`src/rtl/fwd_hazard_unit.sv`:
```
// Forwarding-select and hazard/stall control for the 5-stage pipeline (load-use, mul/div occupancy).
// Optional macro STALL_CNT_EN adds the stall_cnt / ld_stall_cnt performance counters.
module fwd_hazard_unit #(
    parameter int REG_ADDR_W = 4,
    parameter int MD_LAT     = 4,
    parameter int ZERO_REG   = 1
) (
    input  logic                  clk,
    input  logic                  rst_n,
    input  logic                  id_valid,
    input  logic [REG_ADDR_W-1:0] id_rs,
    input  logic [REG_ADDR_W-1:0] id_rt,
    input  logic                  id_use_rs,
    input  logic                  id_use_rt,
    input  logic                  id_alu_src,
    input  logic                  id_is_muldiv,
    input  logic [REG_ADDR_W-1:0] ex_rd,
    input  logic                  ex_regwrite,
    input  logic                  ex_memread,
    input  logic [REG_ADDR_W-1:0] mem_rd,
    input  logic                  mem_regwrite,
    input  logic                  branch_flush,
    output logic                  pc_stall,
    output logic                  ifid_stall,
    output logic                  idex_bubble,
    output logic [1:0]            fa,
    output logic [1:0]            fb,
    output logic                  md_busy
`ifdef STALL_CNT_EN
    ,
    output logic [31:0]           stall_cnt,
    output logic [15:0]           ld_stall_cnt
`endif
);

    localparam int CNT_W = (MD_LAT > 2) ? $clog2(MD_LAT) : 1;
    localparam logic [CNT_W-1:0] CNT_LOAD = CNT_W'(MD_LAT - 1);
    localparam logic [CNT_W-1:0] CNT_ONE  = CNT_W'(1);
    localparam logic [CNT_W-1:0] CNT_ZERO = CNT_W'(0);

    localparam logic [1:0] FWD_RF    = 2'b00;
    localparam logic [1:0] FWD_EXMEM = 2'b01;
    localparam logic [1:0] FWD_MEMWB = 2'b10;

    typedef enum logic [1:0] {
        ST_IDLE     = 2'b00,
        ST_LD_STALL = 2'b01,
        ST_MD_BUSY  = 2'b10
    } state_t;

    state_t           state_r;
    state_t           state_nxt_s;
    logic [CNT_W-1:0] cnt_r;
    logic [CNT_W-1:0] cnt_nxt_s;

    logic       rs_zero_s;
    logic       rt_zero_s;
    logic       hit_a_ex_s;
    logic       hit_b_ex_s;
    logic       hit_a_mem_s;
    logic       hit_b_mem_s;
    logic       load_use_s;
    logic       issue_s;
    logic [1:0] fa_sel_s;
    logic [1:0] fb_sel_s;
    logic       stall_s;
    logic       bubble_s;
    logic       busy_s;
    logic       ld_event_s;
    logic [1:0] fa_r;
    logic [1:0] fb_r;

    // Source/destination matches in ID; operand B never forwards when it is an immediate.
    always_comb begin
        rs_zero_s   = (ZERO_REG != 0) && (id_rs == {REG_ADDR_W{1'b0}});
        rt_zero_s   = (ZERO_REG != 0) && (id_rt == {REG_ADDR_W{1'b0}});
        hit_a_ex_s  = id_valid & id_use_rs & ex_regwrite & (ex_rd == id_rs) & ~rs_zero_s;
        hit_b_ex_s  = id_valid & id_use_rt & ~id_alu_src & ex_regwrite & (ex_rd == id_rt) & ~rt_zero_s;
        hit_a_mem_s = id_valid & id_use_rs & mem_regwrite & (mem_rd == id_rs) & ~rs_zero_s;
        hit_b_mem_s = id_valid & id_use_rt & ~id_alu_src & mem_regwrite & (mem_rd == id_rt) & ~rt_zero_s;
        load_use_s  = id_valid & ex_memread & (hit_a_ex_s | hit_b_ex_s);
        issue_s     = id_valid & id_is_muldiv;
    end

    // Forward select: the younger producer (now in EX, next in EX/MEM) wins over MEM/WB.
    always_comb begin
        if (hit_a_ex_s) begin
            fa_sel_s = FWD_EXMEM;
        end else if (hit_a_mem_s) begin
            fa_sel_s = FWD_MEMWB;
        end else begin
            fa_sel_s = FWD_RF;
        end
        if (hit_b_ex_s) begin
            fb_sel_s = FWD_EXMEM;
        end else if (hit_b_mem_s) begin
            fb_sel_s = FWD_MEMWB;
        end else begin
            fb_sel_s = FWD_RF;
        end
    end

    // Hazard FSM next-state and stall decode; LD_STALL decides like IDLE since EX now holds a bubble.
    always_comb begin
        state_nxt_s = state_r;
        cnt_nxt_s   = cnt_r;
        stall_s     = 1'b0;
        busy_s      = 1'b0;
        ld_event_s  = 1'b0;
        case (state_r)
            ST_IDLE, ST_LD_STALL: begin
                if (branch_flush) begin
                    state_nxt_s = ST_IDLE;
                end else if (load_use_s) begin
                    stall_s     = 1'b1;
                    ld_event_s  = 1'b1;
                    state_nxt_s = ST_LD_STALL;
                end else if (issue_s) begin
                    cnt_nxt_s   = CNT_LOAD;
                    state_nxt_s = ST_MD_BUSY;
                end else begin
                    state_nxt_s = ST_IDLE;
                end
            end
            ST_MD_BUSY: begin
                busy_s = 1'b1;
                if (cnt_r != CNT_ZERO) begin
                    // A flush here does not abort the count: the mul/div is already in EX.
                    stall_s   = 1'b1;
                    cnt_nxt_s = cnt_r - CNT_ONE;
                end else if (branch_flush) begin
                    state_nxt_s = ST_IDLE;
                end else if (load_use_s) begin
                    stall_s     = 1'b1;
                    ld_event_s  = 1'b1;
                    state_nxt_s = ST_LD_STALL;
                end else if (issue_s) begin
                    cnt_nxt_s   = CNT_LOAD;
                    state_nxt_s = ST_MD_BUSY;
                end else begin
                    state_nxt_s = ST_IDLE;
                end
            end
            default: begin
                state_nxt_s = ST_IDLE;
                cnt_nxt_s   = CNT_ZERO;
            end
        endcase
        bubble_s = stall_s | branch_flush;
    end

    // FSM state and mul/div countdown.
    always_ff @(posedge clk or negedge rst_n) begin
        if (!rst_n) begin
            state_r <= ST_IDLE;
            cnt_r   <= CNT_ZERO;
        end else begin
            state_r <= state_nxt_s;
            cnt_r   <= cnt_nxt_s;
        end
    end

    // Forward selects registered into EX; a bubble or killed instruction carries no forwarding.
    always_ff @(posedge clk or negedge rst_n) begin
        if (!rst_n) begin
            fa_r <= FWD_RF;
            fb_r <= FWD_RF;
        end else if (bubble_s) begin
            fa_r <= FWD_RF;
            fb_r <= FWD_RF;
        end else begin
            fa_r <= fa_sel_s;
            fb_r <= fb_sel_s;
        end
    end

    // Stall outputs are decoded combinationally; gating with rst_n drops them the instant reset asserts.
    always_comb begin
        pc_stall    = rst_n & stall_s;
        ifid_stall  = rst_n & stall_s;
        idex_bubble = rst_n & bubble_s;
        md_busy     = rst_n & busy_s;
        fa          = fa_r;
        fb          = fb_r;
    end

`ifdef STALL_CNT_EN
    logic [31:0] stall_cnt_r;
    logic [15:0] ld_stall_cnt_r;

    // Stall-cycle counter wraps; load-use event counter saturates.
    always_ff @(posedge clk or negedge rst_n) begin
        if (!rst_n) begin
            stall_cnt_r    <= 32'd0;
            ld_stall_cnt_r <= 16'd0;
        end else begin
            if (stall_s) begin
                stall_cnt_r <= stall_cnt_r + 32'd1;
            end
            if (ld_event_s && (ld_stall_cnt_r != 16'hFFFF)) begin
                ld_stall_cnt_r <= ld_stall_cnt_r + 16'd1;
            end
        end
    end

    assign stall_cnt    = stall_cnt_r;
    assign ld_stall_cnt = ld_stall_cnt_r;
`endif

endmodule

```
`config.mk`:
```
export PLATFORM = sky130hd
export DESIGN_NAME = fwd_hazard_unit
export DESIGN_NICKNAME = d
export VERILOG_FILES = /design/src/rtl/fwd_hazard_unit.sv
export SDC_FILE = /design/constraint.sdc
export NUM_CORES = 1
export LEC_CHECK = 0
export ABC_CLOCK_PERIOD_IN_PS = 1900
export BUFFER_PORTS_ARGS = -buffer_cell sky130_fd_sc_hd__buf_2
export CORE_UTILIZATION = 30
export DETAILED_ROUTE_END_ITERATION = 16
export GPL_ROUTABILITY_DRIVEN = 0
export PLACE_DENSITY_LB_ADDON = 0.3
export SKIP_LAST_GASP = 1
export SLEW_MARGIN = 0
export SYNTH_ARGS = -nofsm -noshare
export SYNTH_HDL_FRONTEND = slang
export SYNTH_SLANG_ARGS = --single-unit
```
`constraint.sdc`:
```
create_clock -name clk -period 1.9 [get_ports clk]
set_clock_uncertainty 0.05 [all_clocks]
set_input_delay 0.38 -clock clk [delete_from_list [all_inputs] [get_ports clk]]
set_output_delay 0.38 -clock clk [all_outputs]
set_load 0.1 [all_outputs]
```
==> results.json <==
{
  "core-area_um2": 2040,
  "syn_nets": 106,
  "fin_total_pwr_mw": 1.01,
  "drive_gt1_share_pct": 52.6,
  "clk_path_buf_depth": 2,
  "antenna_cells": 0,
  "antenna_found_initial": 0,
  "grt_use_total_pct": 16.9,
  "switching_share_pct": 44.6,
  "p_leak_nw": 0.557,
  "setup_ws_ns": -0.0878,
  "path_cells": "buf_6 > inv_2 > a222oi_1 > and4b_4 > nor2_4 > o21ai_4 > buf_12",
  "max_stage_delay_ns": 0.34,
  "syn_area_per_cell_um2": 8.57,
  "outcome": "complete, but fails checks",
  "timing.final.crit_share_pct": 105,
  "mostFrequentLayoutCells": "buf_2, buf_4, nand2_1",
  "maxCapViolations": 0,
  "route.detailed.drc": 0,
  "vias": 806,
  "h-tree-depth": 1,
  "drt_iter0_drc": 13,
  "hold_violations": 0,
  "placementRows": 16,
  "numCtsBuffers": 3,
  "syn_to_final_growth_pct": 73.9,
  "wl_per_cell_um": 12.5,
  "overflow": 0,
  "tns_ns": -0.246,
  "cp-start-kind": "input pin",
  "yosysWarningCount": 0,
  "p_per_area_nw_per_um2": 858,
  "combPwrFrac_pct": 62.4,
  "rr_endpoint": "fb[1]$_DFF_PN0_",
  "relSlewSlack_pct": 67.8,
  "viasPerCell": 4.98,
  "p_seq_share_pct": 24.5,
  "cts_sinks": 8,
  "io_pins": 35,
  "synth_cells": 79,
  "tightest_slew_ns": 0.486,
  "min_period_ns": 1.99,
  "max_clock_freq_ghz": 0.503,
  "critPathArrivalTime_ns": 1.56,
  "syn_area_um2": 677,
  "violations": "negative setup slack",
  "crit-reg2reg-launch": "state_r[1]$_DFFE_PN0P_",
  "hold_class": "input pin to asynchronous set/reset pin",
  "path_class": "input pin to output pin",
  "end_kind": "output pin",
  "irDropWorstVdd_mv": 0.503,
  "rsz0062_at_grt": "yes",
  "clk_pin_slew_ns": 0.06,
  "detail_route.first_pass.iterations": 4,
  "portBuffers": 34,
  "tritoncts": "done",
  "synth_top_area_cell": "dfrtp_1",
  "die_w_um": 49.5,
  "startpoint": "ex_rd[0]",
  "postRouteAntennaNets": 0,
  "cp_max_fo": 3,
  "insertion_delay_ns": 0.26,
  "required_ns": 1.47,
  "timing.final.max_slew_violations": 0,
  "rrSetupSlack_ns": 0.27,
  "cts-root-buf": "clkbuf_4",
  "switchingPower_mw": 0.450,
  "grt_start_max_net_pins": 8,
  "synth_area_leaders": "dfrtp_1, xor2_1, nand2_1, a2111oi_2, nor4_1",
  "synth_top_area_share_pct": 29.6,
  "dp_slack_ns": -0.120,
  "start_util_pct": 33.1,
  "dp_hpwl_um": 1540,
  "ys_seq_elements": 8,
  "synth_cell_types": 33,
  "nNetsFinal": 164,
  "cp-endpoint": "pc_stall",
  "slowest_stage": "a222oi_1",
  "p_int_mw": 0.560,
  "dieHeight_um": 49.5,
  "wl_um": 2020,
  "die_area_um2": 2450,
  "grt_pass1_wl_um": 3160,
  "power_frac_clock_pct": 13.1,
  "final_common_cell": "buf_2",
  "setup_viol": 3,
  "grt_pass1_vias": 790,
  "yosysSeqAreaShare_pct": 29.6,
  "r2r_cells": 7
}
metrics by stage:
| step | hold slack (ns) | util [%] | cells | instance area (µm²) |
|---|---|---|---|---|
| floorplan | 0.0344 | - | 79 | 709 |
| global placement | 0.161 | 52.8 | 155 | 1080 |
| detailed placement | 0.165 | 52.8 | 155 | 1080 |
| CTS | 0.0109 | 56.1 | 160 | 1140 |
| global route | 0.0269 | 57.7 | 162 | 1180 |
| finish | 0.0161 | 57.7 | 162 | 1180 |
power groups by stage:
stage	registers, mW	logic [mW]	clock network [mW]
global placement	0.246	0.549	0
finish	0.248	0.630	0.132
CTS	0.245	0.590	0.136
detailed placement	0.248	0.556	0
floorplan	0.241	0.380	0
global route	0.253	0.665	0.147
cell usage after synthesis (all sizes together):
cell type / instances
and4: 1
a211oi: 1
o211a: 1
and4b: 1
xnor2: 2
o21ai: 6
o2111ai: 1
nor3b: 3
dfrtp: 8
o21a: 1
a222oi: 1
nor3: 2
nor2: 3
or2b: 1
nand2b: 1
buf: 2
a21oi: 2
o31ai: 1
nor4: 4
nor2b: 3
a41o: 1
xor2: 11
and3: 1
and2: 1
or2: 1
nand2: 13
inv: 3
nand3b: 1
a2111oi: 2
worst max-delay path: cells and delay by family:
kind	cells	cell delay [ns]
AO/OA/AOI/OAI	2	0.52
AND/OR/NAND/NOR	2	0.36
buffers and inverters	3	0.30
how the worst min path moves through the flow:
stage / start / to / slack (ns) / depth (start not counted)
floorplan: rst_n / cnt_r[0]$_DFF_PN0_ / 0.03 / 0
global placement: rst_n / fb[0]$_DFF_PN0_ / 0.16 / 1
detailed placement: rst_n / fa[0]$_DFF_PN0_ / 0.17 / 1
CTS: rst_n / state_r[0]$_DFFE_PN0P_ / 0.01 / 2
global route: rst_n / cnt_r[0]$_DFF_PN0_ / 0.03 / 2
finish: rst_n / cnt_r[0]$_DFF_PN0_ / 0.02 / 2
sequential cells by signal, summed over array words and instances (netlist names):
signal and cells:
fa 2, fb 2, state_r 2, cnt_r 2
cell families (layout without fill, tap and decap cells):
family / after synthesis / after routing / synth area share (%)
compound gates: 17 / 17 / 19.4
xor+xnor: 13 / 13 / 16.8
buf+inv: 5 / 61 / 3.33
flops: 8 / 8 / 29.6
simple gates: 36 / 36 / 30.9
layout make-up:
type	instances	area [µm²]
tap	27	33.8
fill	206	865
sequential	8	201
inverter	3	11.3
multi-input combinational	66	493
timing repair buffer	55	415
clock buffer	3	22.5
per-layer routing:
layer	global-route usage [%]	part of all wire, %	routed length [µm]	up-vias
met5	0	0	0	-
met4	11.4	0.94	19	0
met3	3.40	6.0	122	2
met2	29.7	54	1100	38
met1	18.1	39	782	368
li1	-	-	-	398
repair_timing:
action,in CTS,in global routing
setup buffers,1,2
pin swaps,5,6
endpoints found under the hold margin,4,0
hold buffers,1,0
resized for setup,6,4
setup endpoints to repair,3,3
No activity file was read; power rests on OpenSTA's default activity.
